`src/rtl/r7ocm_stream_pkg.sv`:
```
// Shared stream types and helpers for the R7-OCM Rx sample path.
// Pure declarations: no latency, no backpressure.
// Sign extension and I/Q word packing shared by the stream blocks.
package r7ocm_stream_pkg;

    localparam int STREAM_W = 32;

    typedef enum logic {IDLE, EMIT} pk_state_t;

    // Sign-extend the low iqw bits of sample to 16 bits.
    function automatic logic [15:0] sext16(input logic [15:0] sample, input int iqw);
        logic [15:0] r;
        r = '0;
        for (int b = 0; b < 16; b++)
            r[b] = (b < iqw) ? sample[b] : sample[4'(iqw - 1)];
        return r;
    endfunction

    function automatic logic [STREAM_W-1:0] pack_iq(input logic [15:0] i, input logic [15:0] q);
        return {q, i};
    endfunction

endpackage

```
`src/rtl/stream_fifo.sv`:
```
// Synchronous FIFO with registered occupancy; head word is combinational.
// Latency: a push is visible at the head one cycle later.
// Backpressure: push ignored when full, pop ignored when empty.
module stream_fifo #(
    parameter int W     = 33,
    parameter int DEPTH = 16
) (
    input  logic                       clk,
    input  logic                       rst_n,
    input  logic                       sclr,
    input  logic                       push,
    input  logic [W-1:0]               push_dat,
    input  logic                       pop,
    output logic [W-1:0]               pop_dat,
    output logic                       full,
    output logic                       empty,
    output logic [$clog2(DEPTH):0]     level
);

    localparam int AW = $clog2(DEPTH);

    logic [W-1:0]  mem [DEPTH];
    logic [AW-1:0] wr_ptr;
    logic [AW-1:0] rd_ptr;
    logic          push_ok;
    logic          pop_ok;

    // DEPTH is a power of two, so the level MSB alone means full.
    assign full    = level[AW];
    assign empty   = (level == '0);
    assign push_ok = push & ~full;
    assign pop_ok  = pop & ~empty;
    assign pop_dat = empty ? '0 : mem[rd_ptr];

    always_ff @(posedge clk) begin
        if (push_ok)
            mem[wr_ptr] <= push_dat;
    end

    always_ff @(posedge clk or negedge rst_n) begin
        if (!rst_n) begin
            wr_ptr <= '0;
            rd_ptr <= '0;
            level  <= '0;
        end else if (sclr) begin
            wr_ptr <= '0;
            rd_ptr <= '0;
            level  <= '0;
        end else begin
            if (push_ok)
                wr_ptr <= wr_ptr + 1'b1;
            if (pop_ok)
                rd_ptr <= rd_ptr + 1'b1;
            case ({push_ok, pop_ok})
                2'b10:   level <= level + 1'b1;
                2'b01:   level <= level - 1'b1;
                default: level <= level;
            endcase
        end
    end

endmodule

```
`src/rtl/iq_stream_packer.sv`:
```
// Packs enabled Rx channels' I/Q samples into 32-bit stream words via a FIFO.
// Latency: first word on s_data/s_valid two clocks after the rx_ce edge.
// Backpressure: s_ready pops the FIFO; full or overrun drops frames and counts them
// in ovf_cnt. Optional PACKER_TESTSRC_EN adds test_mode (counter data source).
module iq_stream_packer
    import r7ocm_stream_pkg::*;
#(
    parameter int NCH        = 2,
    parameter int IQW        = 12,
    parameter int FIFO_DEPTH = 16,
    parameter int CNT_W      = 16
) (
    input  logic                          clk,
    input  logic                          rst_n,
    input  logic                          sclr,
    input  logic [NCH-1:0]                ch_mask,
    input  logic                          rx_ce,
    input  logic [NCH*IQW-1:0]            rx_i,
    input  logic [NCH*IQW-1:0]            rx_q,
    output logic [STREAM_W-1:0]           s_data,
    output logic                          s_first,
    output logic                          s_valid,
    input  logic                          s_ready,
    output logic [$clog2(FIFO_DEPTH):0]   level,
`ifdef PACKER_TESTSRC_EN
    input  logic                          test_mode,
`endif
    output logic [CNT_W-1:0]              ovf_cnt
);

    pk_state_t            state;
    pk_state_t            state_nxt;
    logic [NCH*IQW-1:0]   snap_i;
    logic [NCH*IQW-1:0]   snap_q;
    logic [NCH-1:0]       rem_mask;
    logic [NCH-1:0]       cur_bit;
    logic                 frame_first;
    logic                 cap;
    logic                 fifo_push;
    logic                 overrun;
    logic                 drop;
    logic [STREAM_W-1:0]  iq_word;
    logic [STREAM_W-1:0]  push_word;
    logic [STREAM_W:0]    fifo_dout;
    logic                 fifo_full;
    logic                 fifo_empty;
    logic [1:0]           ovf_inc;
    logic [CNT_W:0]       ovf_sum;

`ifdef PACKER_TESTSRC_EN
    logic [STREAM_W-1:0]  tst_cnt;
    assign push_word = test_mode ? tst_cnt : iq_word;
`else
    assign push_word = iq_word;
`endif

    // Lowest remaining channel of the frame being emitted.
    assign cur_bit = rem_mask & (~rem_mask + NCH'(1));

    always_comb begin
        iq_word = '0;
        for (int k = 0; k < NCH; k++)
            if (cur_bit[k])
                iq_word = pack_iq(sext16(16'(snap_i[k*IQW +: IQW]), IQW),
                                  sext16(16'(snap_q[k*IQW +: IQW]), IQW));
    end

    always_ff @(posedge clk or negedge rst_n) begin
        if (!rst_n)
            state <= IDLE;
        else if (sclr)
            state <= IDLE;
        else
            state <= state_nxt;
    end

    always_comb begin
        state_nxt = state;
        cap       = 1'b0;
        fifo_push = 1'b0;
        overrun   = 1'b0;
        drop      = 1'b0;
        case (state)
            IDLE: begin
                if (rx_ce) begin
                    cap = 1'b1;
                    if (|ch_mask)
                        state_nxt = EMIT;
                end
            end
            EMIT: begin
                overrun = rx_ce;
                // A full FIFO abandons the remainder of the frame; the next
                // capture restarts with a first-flagged word.
                if (fifo_full) begin
                    drop      = 1'b1;
                    state_nxt = IDLE;
                end else begin
                    fifo_push = 1'b1;
                    if ((rem_mask & ~cur_bit) == '0)
                        state_nxt = IDLE;
                end
            end
            default: state_nxt = IDLE;
        endcase
    end

    assign ovf_inc = {1'b0, overrun} + {1'b0, drop};
    assign ovf_sum = {1'b0, ovf_cnt} + (CNT_W+1)'(ovf_inc);

    always_ff @(posedge clk or negedge rst_n) begin
        if (!rst_n) begin
            snap_i      <= '0;
            snap_q      <= '0;
            rem_mask    <= '0;
            frame_first <= 1'b0;
            ovf_cnt     <= '0;
        end else if (sclr) begin
            snap_i      <= '0;
            snap_q      <= '0;
            rem_mask    <= '0;
            frame_first <= 1'b0;
            ovf_cnt     <= '0;
        end else begin
            if (cap) begin
                snap_i      <= rx_i;
                snap_q      <= rx_q;
                rem_mask    <= ch_mask;
                frame_first <= 1'b1;
            end else if (fifo_push) begin
                rem_mask    <= rem_mask & ~cur_bit;
                frame_first <= 1'b0;
            end
            ovf_cnt <= ovf_sum[CNT_W] ? '1 : ovf_sum[CNT_W-1:0];
        end
    end

`ifdef PACKER_TESTSRC_EN
    always_ff @(posedge clk or negedge rst_n) begin
        if (!rst_n)
            tst_cnt <= '0;
        else if (sclr)
            tst_cnt <= '0;
        else if (fifo_push)
            tst_cnt <= tst_cnt + 1'b1;
    end
`endif

    stream_fifo #(
        .W     (STREAM_W + 1),
        .DEPTH (FIFO_DEPTH)
    ) u_fifo (
        .clk      (clk),
        .rst_n    (rst_n),
        .sclr     (sclr),
        .push     (fifo_push),
        .push_dat ({frame_first, push_word}),
        .pop      (s_ready),
        .pop_dat  (fifo_dout),
        .full     (fifo_full),
        .empty    (fifo_empty),
        .level    (level)
    );

    assign s_valid = ~fifo_empty;
    assign s_first = fifo_dout[STREAM_W];
    assign s_data  = fifo_dout[STREAM_W-1:0];

endmodule

```
`config.mk`:
```
export PLATFORM = sky130hd
export DESIGN_NAME = iq_stream_packer
export DESIGN_NICKNAME = d
export VERILOG_FILES = /design/src/rtl/r7ocm_stream_pkg.sv /design/src/rtl/stream_fifo.sv /design/src/rtl/iq_stream_packer.sv
export SDC_FILE = /design/constraint.sdc
export NUM_CORES = 1
export LEC_CHECK = 0
export CAP_MARGIN = 20
export CORE_ASPECT_RATIO = 0.75
export CORE_MARGIN = 2
export CORE_UTILIZATION = 35
export CTS_CLUSTER_DIAMETER = 40
export DETAILED_ROUTE_END_ITERATION = 12
export PLACE_DENSITY = 0.52
export SLEW_MARGIN = 10
export SYNTH_ARGS = -nofsm -noshare
export SYNTH_HDL_FRONTEND = slang
export SYNTH_SLANG_ARGS = --single-unit
export TNS_END_PERCENT = 20
```
`constraint.sdc`:
```
create_clock -name clk -period 6.2 [get_ports clk]
set_input_delay 0.93 -clock clk [delete_from_list [all_inputs] [get_ports clk]]
set_output_delay 0.93 -clock clk [all_outputs]
set_load 0.005 [all_outputs]
```
=== Yosys cells after proc, flatten, opt, wreduce, memory -nomap -nowiden ===
Memories as Yosys holds them, arrays and structs flattened.
Cells that the tools add are included.

* Bits in registers: 81
* Latch bits: 0
* RAM bits: 528
* ROM bits: 0
* Output and inout bits: 55
* Logic and storage cells: 72
* Memories: 1

{| class="wikitable"
|+ Memories
! memory !! depth !! bits a word !! rd ports !! clocked after memory_dff !! write ports !! line !! text
|-
| u_fifo.mem || 16 || 33 || 1 || 0 || 1 || stream_fifo.sv:22 || <nowiki>logic [W-1:0] mem [DEPTH];</nowiki>
|}

* Add/sub/neg operators: 7
* Multipliers: 0
* Divide/modulo/power cells: 0
* $lt $le $gt $ge: 0
* Equal/unequal tests: 2
* Shifts and indexed selects: 0
* Muxes and demuxes: 36
* Bitwise gates (word level): 9
* Reductions and logical operators: 8

{| class="wikitable"
|+ Operator list
! operator !! count
|-
| $mux 24 || 4
|-
| $mux 32 || 2
|-
| $mux 33 || 1
|-
| $mux 16 || 2
|-
| $add 16x2->17 || 1
|-
| $mux 1 || 17
|-
| $mux 4 || 4
|-
| $pmux 5 s2 || 1
|-
| $add 4x1->4 const B || 2
|-
| $mux 2 || 3
|-
| $reduce_bool 2->1 || 3
|-
| $reduce_bool 3->1 || 2
|-
| $add 5x1->5 const B || 1
|-
| $logic_not 5->1 || 1
|-
| $mux 5 || 1
|-
| $sub 5x1->5 const B || 1
|-
| $and 2x2->2 || 2
|-
| $not 2->2 || 2
|-
| $not 1->1 || 3
|-
| $add 1x1->2 || 1
|-
| $add 2x1->2 const B || 1
|-
| $and 1x1->1 || 2
|-
| $eq 2x1->1 const B || 1
|-
| $eq 2x2->1 const B || 1
|-
| 3 further kinds || 3
|}

=== Longest topological paths before layout ===
* Depth after elaboration: 10
* Gate-level depth with buffers: 9
* Gate-level depth less buffers: 8

=== Modules after synthesis ===
From an unflattened synthesis, not the netlist that was laid out.

* Cells, all modules: 1,282
* Area total of the unflattened synthesis: 24,225.7 um2

{| class="wikitable"
|+ Modules (own cells, without submodules)
! module !! instances !! cells each !! area each (um2) !! seq. area each (um2)
|-
| stream_fifo || 1 || 931 || 20,995.1 || 16,180.5
|-
| iq_stream_packer || 1 || 351 || 3,230.6 || 1,701.6
|}

=== Worst setup path before layout ===
OpenSTA, ideal clock, no wires.

* Path kind: input -> register
* Start: input s_ready
* End: register u_fifo.level[2]
* Library setup time: 125 ps
* Arrival: 2,442 ps
* Required time: 6,075 ps
* Path slack: 3,633 ps
* Cell stages on the path: 7
* Path buffers: 0
* Cell sequence: inv_1 -> a211oi_2 -> xor2_1 -> ha_1 -> or3_1 -> mux2i_1 -> mux2_2

* Cells in the longest elaborated chain, start to end: 4
* Elaborated cells on any way between the ends: 6
* Classes of those cells: eq/ne: 2; mux: 2; bitwise: 1; reduce/logical: 1

{| class="wikitable"
|+ Ends and longest elaborated chain
! element !! line !! text
|-
| start, declared || iq_stream_packer.sv:23 || <nowiki>input logic s_ready,</nowiki>
|-
| $and 1x1->1 * || stream_fifo.sv:32 || <nowiki>assign pop_ok = pop & ~empty;</nowiki>
|-
| $eq 2x1->1 / $eq 2x2->1 (equally long branches) || stream_fifo.sv:54 || <nowiki>case ({push_ok, pop_ok})</nowiki>
|-
| $pmux 5 s2 || stream_fifo.sv:54 ||
|-
| $mux 5 || stream_fifo.sv:45 || <nowiki>end else if (sclr) begin</nowiki>
|-
| end signal, assigned || stream_fifo.sv:55 || <nowiki>2'b10: level <= level + 1'b1;</nowiki>
|-
| end signal, assigned || stream_fifo.sv:56 || <nowiki>2'b01: level <= level - 1'b1;</nowiki>
|-
| end signal, assigned || stream_fifo.sv:57 || <nowiki>default: level <= level;</nowiki>
|-
| end, declared || stream_fifo.sv:17 || <nowiki>output logic [$clog2(DEPTH):0] level</nowiki>
|}

Mark *: on every way between the ends. The rest lies on a longest branch, timed or not.
A chain may end at the register's enable or synchronous reset.

=== Worst setup path after layout ===
* Start: register u_fifo.rd_ptr[0]
* End: output s_data[18]

* Cells in the longest elaborated chain, start to end: 2

{| class="wikitable"
|+ Ends and longest elaborated chain
! element !! line !! text
|-
| start, declared || stream_fifo.sv:24 || <nowiki>logic [AW-1:0] rd_ptr;</nowiki>
|-
| start signal, assigned || stream_fifo.sv:53 || <nowiki>rd_ptr <= rd_ptr + 1'b1;</nowiki>
|-
| $mem_v2 16x33 || n/a ||
|-
| $mux 33 || stream_fifo.sv:33 || <nowiki>assign pop_dat = empty ? '0 : mem[rd_ptr];</nowiki>
|-
| end, declared || iq_stream_packer.sv:20 || <nowiki>output logic [STREAM_W-1:0] s_data,</nowiki>
|}

No other way between the ends.

==> reports/results.ini <==
[synth]
synthCells=1079
synth_cell_types=51
yosysSeqAreaShare_pct=73.0
synth_seq_cells=481
mappedNetlistArea_mm2=0.0192
syn_avg_cell_area_um2=17.8
synthArstFlopShare_pct=16.8
ys.flop_type=edfxtp_1
synth_edf_count=400
yosys_warnings=0

[min_path]
min-delay-path-class=in2async

[sta]
setup_viol=0
worstMarginPinSlew_ps=1100
setup_ws_ps=1690
timing.hold.ws_ps=139
max_freq_ghz=0.222
period_minus_slack_ps=4510
rsz0062_at_grt=no
final_max_slew_viol_count=0
fin_setup_tns_ps=0
relSlewSlack_pct=26.3
skew_ps=22.4
fin_crit_sh_pct=72.7
hold_viol=0

[floorplanning]
placeableCoreArea_mm2=0.0543
num_rows=74
initial_core_util_pct=35.4
dieArea_mm2=0.0569
io_pins=110
die_x_um=275
fp.dieH_um=207

[critical_path]
cp.buffers_inverters=2
cp-end-kind=output pin
cp.depth=5
path_delay_family=flip-flops
worst_path_largest_cell_delay_ps=1090
rr_worst_depth=5
path_cells=buf_4, mux4_2, mux2i_1, o22ai_1, clkdlybuf4s50_1
endpoint=s_data[18]
r2r_end=u_fifo.mem[6][0]
worst_path_max_delay_cell=dfrtp_4
critical_path_arrival_ps=3580
path_class=reg2out
cp.required_ps=5270
cp_max_fo=48
critPathLaunch=u_fifo.rd_ptr[0]
reg2reg_from=state
r2r_setup_slack_ps=3020
cp-start-kind=flip-flop

[clock_network]
tritoncts=built
cts-resized-gates=0
cts_buffers=58
root_buffer=clkbuf_16
cts_hold_buf=0
postCtsSetupRepairBufs=0
clock_sinks=481
cts_buffer_depth=3
clk_pin_slew_ps=60
worstSkewPairLatency_ps=630
htree_levels=2

[flow_run]
cap_violations=0

[drt]
wl_mm=48.1
drt_iter0_markers=966
wl_per_cell_um=24.4
postRouteAntennaNets=0
vias_per_cell=5.24
dr.pass1.iters=4
num_vias=10300
drc=0

[placed_design]
pre_cts_slack_ps=2260
placed_cell_area_mm2=0.0210
gp_congestion=0.748
dp_hpwl_mm=26.3
port_buffers=101

[cells_and_area]
fill_cells=4781
finalInstanceArea_mm2=0.0231
synthToLayoutAreaGrowth_pct=20.0
n_antenna_cell=0
drive_above_1_share_pct=19.3
final_nets=1262

[status]
status=finished, final reports clean

[global_route]
grt_pass1_wl_mm=70.7
grt_pass1_vias=10400
track_usage_pct=17.0
grt.overflow.total=0
grt_start_max_net_pins=82
antenna_found_initial=0

[power_and_ir_drop]
ir_drop_mv=0.312
power.leakage_nw=7.65
power_density_mw_per_mm2=387

[per-stage QoR]
stage               power, mW  instances  utilization (%)
floorplan                4.82       1086                -
global placement         5.55       1858             38.7
detailed placement       5.55       1858             38.7
CTS                      9.05       1967             42.4
global route             9.30       1969             42.5
finish                   8.93       1969             42.5
[cells in the mapped netlist (all sizes together) (9+ instances only)]
master	instances	area share [%]
a21oi	69	1.8
a22o	24	1.1
and2	19	0.62
buf	37	1.0
clkbuf	35	0.68
dfrtp	81	11
edfxtp	400	62
mux2i	51	2.7
mux4	100	12
nand2	117	2.3
nand3	9	0.26
nor2	15	0.29
o22ai	26	0.85
[state kept, by name, indices dropped and copies added (netlist names)]
name           flops
snap_q            24
u_fifo.mem       400
frame_first        1
ovf_cnt           16
u_fifo.wr_ptr      4
rem_mask           2
state              1
u_fifo.level       5
snap_i            24
u_fifo.rd_ptr      4
[cells in the final DEF, fill, tap and decap left out, types with 6 or more instances in the layout]
cell and count:
inv_1 7, bufinv_16 6, dfrtp_1 78, ha_1 8, conb_1 8, nor3_1 6, nand2_1 117, clkbuf_16 58
o21ai_0 6, nor2_1 15, xnor2_1 7, and2_1 11, clkinv_4 6, xor2_1 8, and2_2 8, inv_6 6
buf_4 21, o22ai_1 26, mux2i_1 51, clkbuf_1 11, edfxtp_1 400, nand3_1 8, a22o_1 24, a21oi_1 69
mux4_2 100, clkdlybuf4s50_1 99
[report_power, final]
| group | total [mW] | switching, mW | internal, mW |
|---|---|---|---|
| clock network | 3.48 | 1.42 | 2.06 |
| logic | 1.72 | 0.765 | 0.950 |
| registers | 3.74 | 0.190 | 3.55 |
[layout make-up]
class	instances	area [um^2]	share of cell area (%)
clock inverters	36	448	1.94
flip-flops and latches	481	14000	60.9
inverters	7	26.3	0.114
multi-input cells	526	4890	21.2
clock buffers	73	1550	6.70
well taps	722	903	3.91
repair buffers	124	1220	5.29
[cells by family after synthesis]
group / Yosys count / synth area share (%)
AO/OA/AOI/OAI: 144 / 4.65
other: 1 / 0.0195
flip-flops: 481 / 73.0
AND/OR/NAND/NOR: 198 / 4.77
adder cells (fa/ha/maj): 9 / 0.624
XOR/XNOR: 15 / 0.683
buffers and inverters: 79 / 1.85
multiplexers: 152 / 14.4
[worst min path at each step]
stage	start	endpoint	slack, ps	cells after the start
6_report	rst_n	ovf_cnt[8]	140	1
3_3_place_gp	snap_q[4]	snap_q[4]	510	2
5_1_grt	rst_n	ovf_cnt[8]	130	1
2_1_floorplan	snap_i[12]	snap_i[12]	500	2
4_1_cts	rst_n	ovf_cnt[8]	100	1
3_5_place_dp	snap_i[23]	snap_i[23]	520	2
[metal layers]
metal / wire, um / part of all wire, % / GRT usage (%)
met5: 0 / 0 / 0
met2: 21900 / 46 / 25.3
met1: 23000 / 48 / 26.1
met3: 2410 / 5.0 / 2.78
met4: 795 / 1.7 / 4.16
No activity file was read; power rests on OpenSTA's default activity.
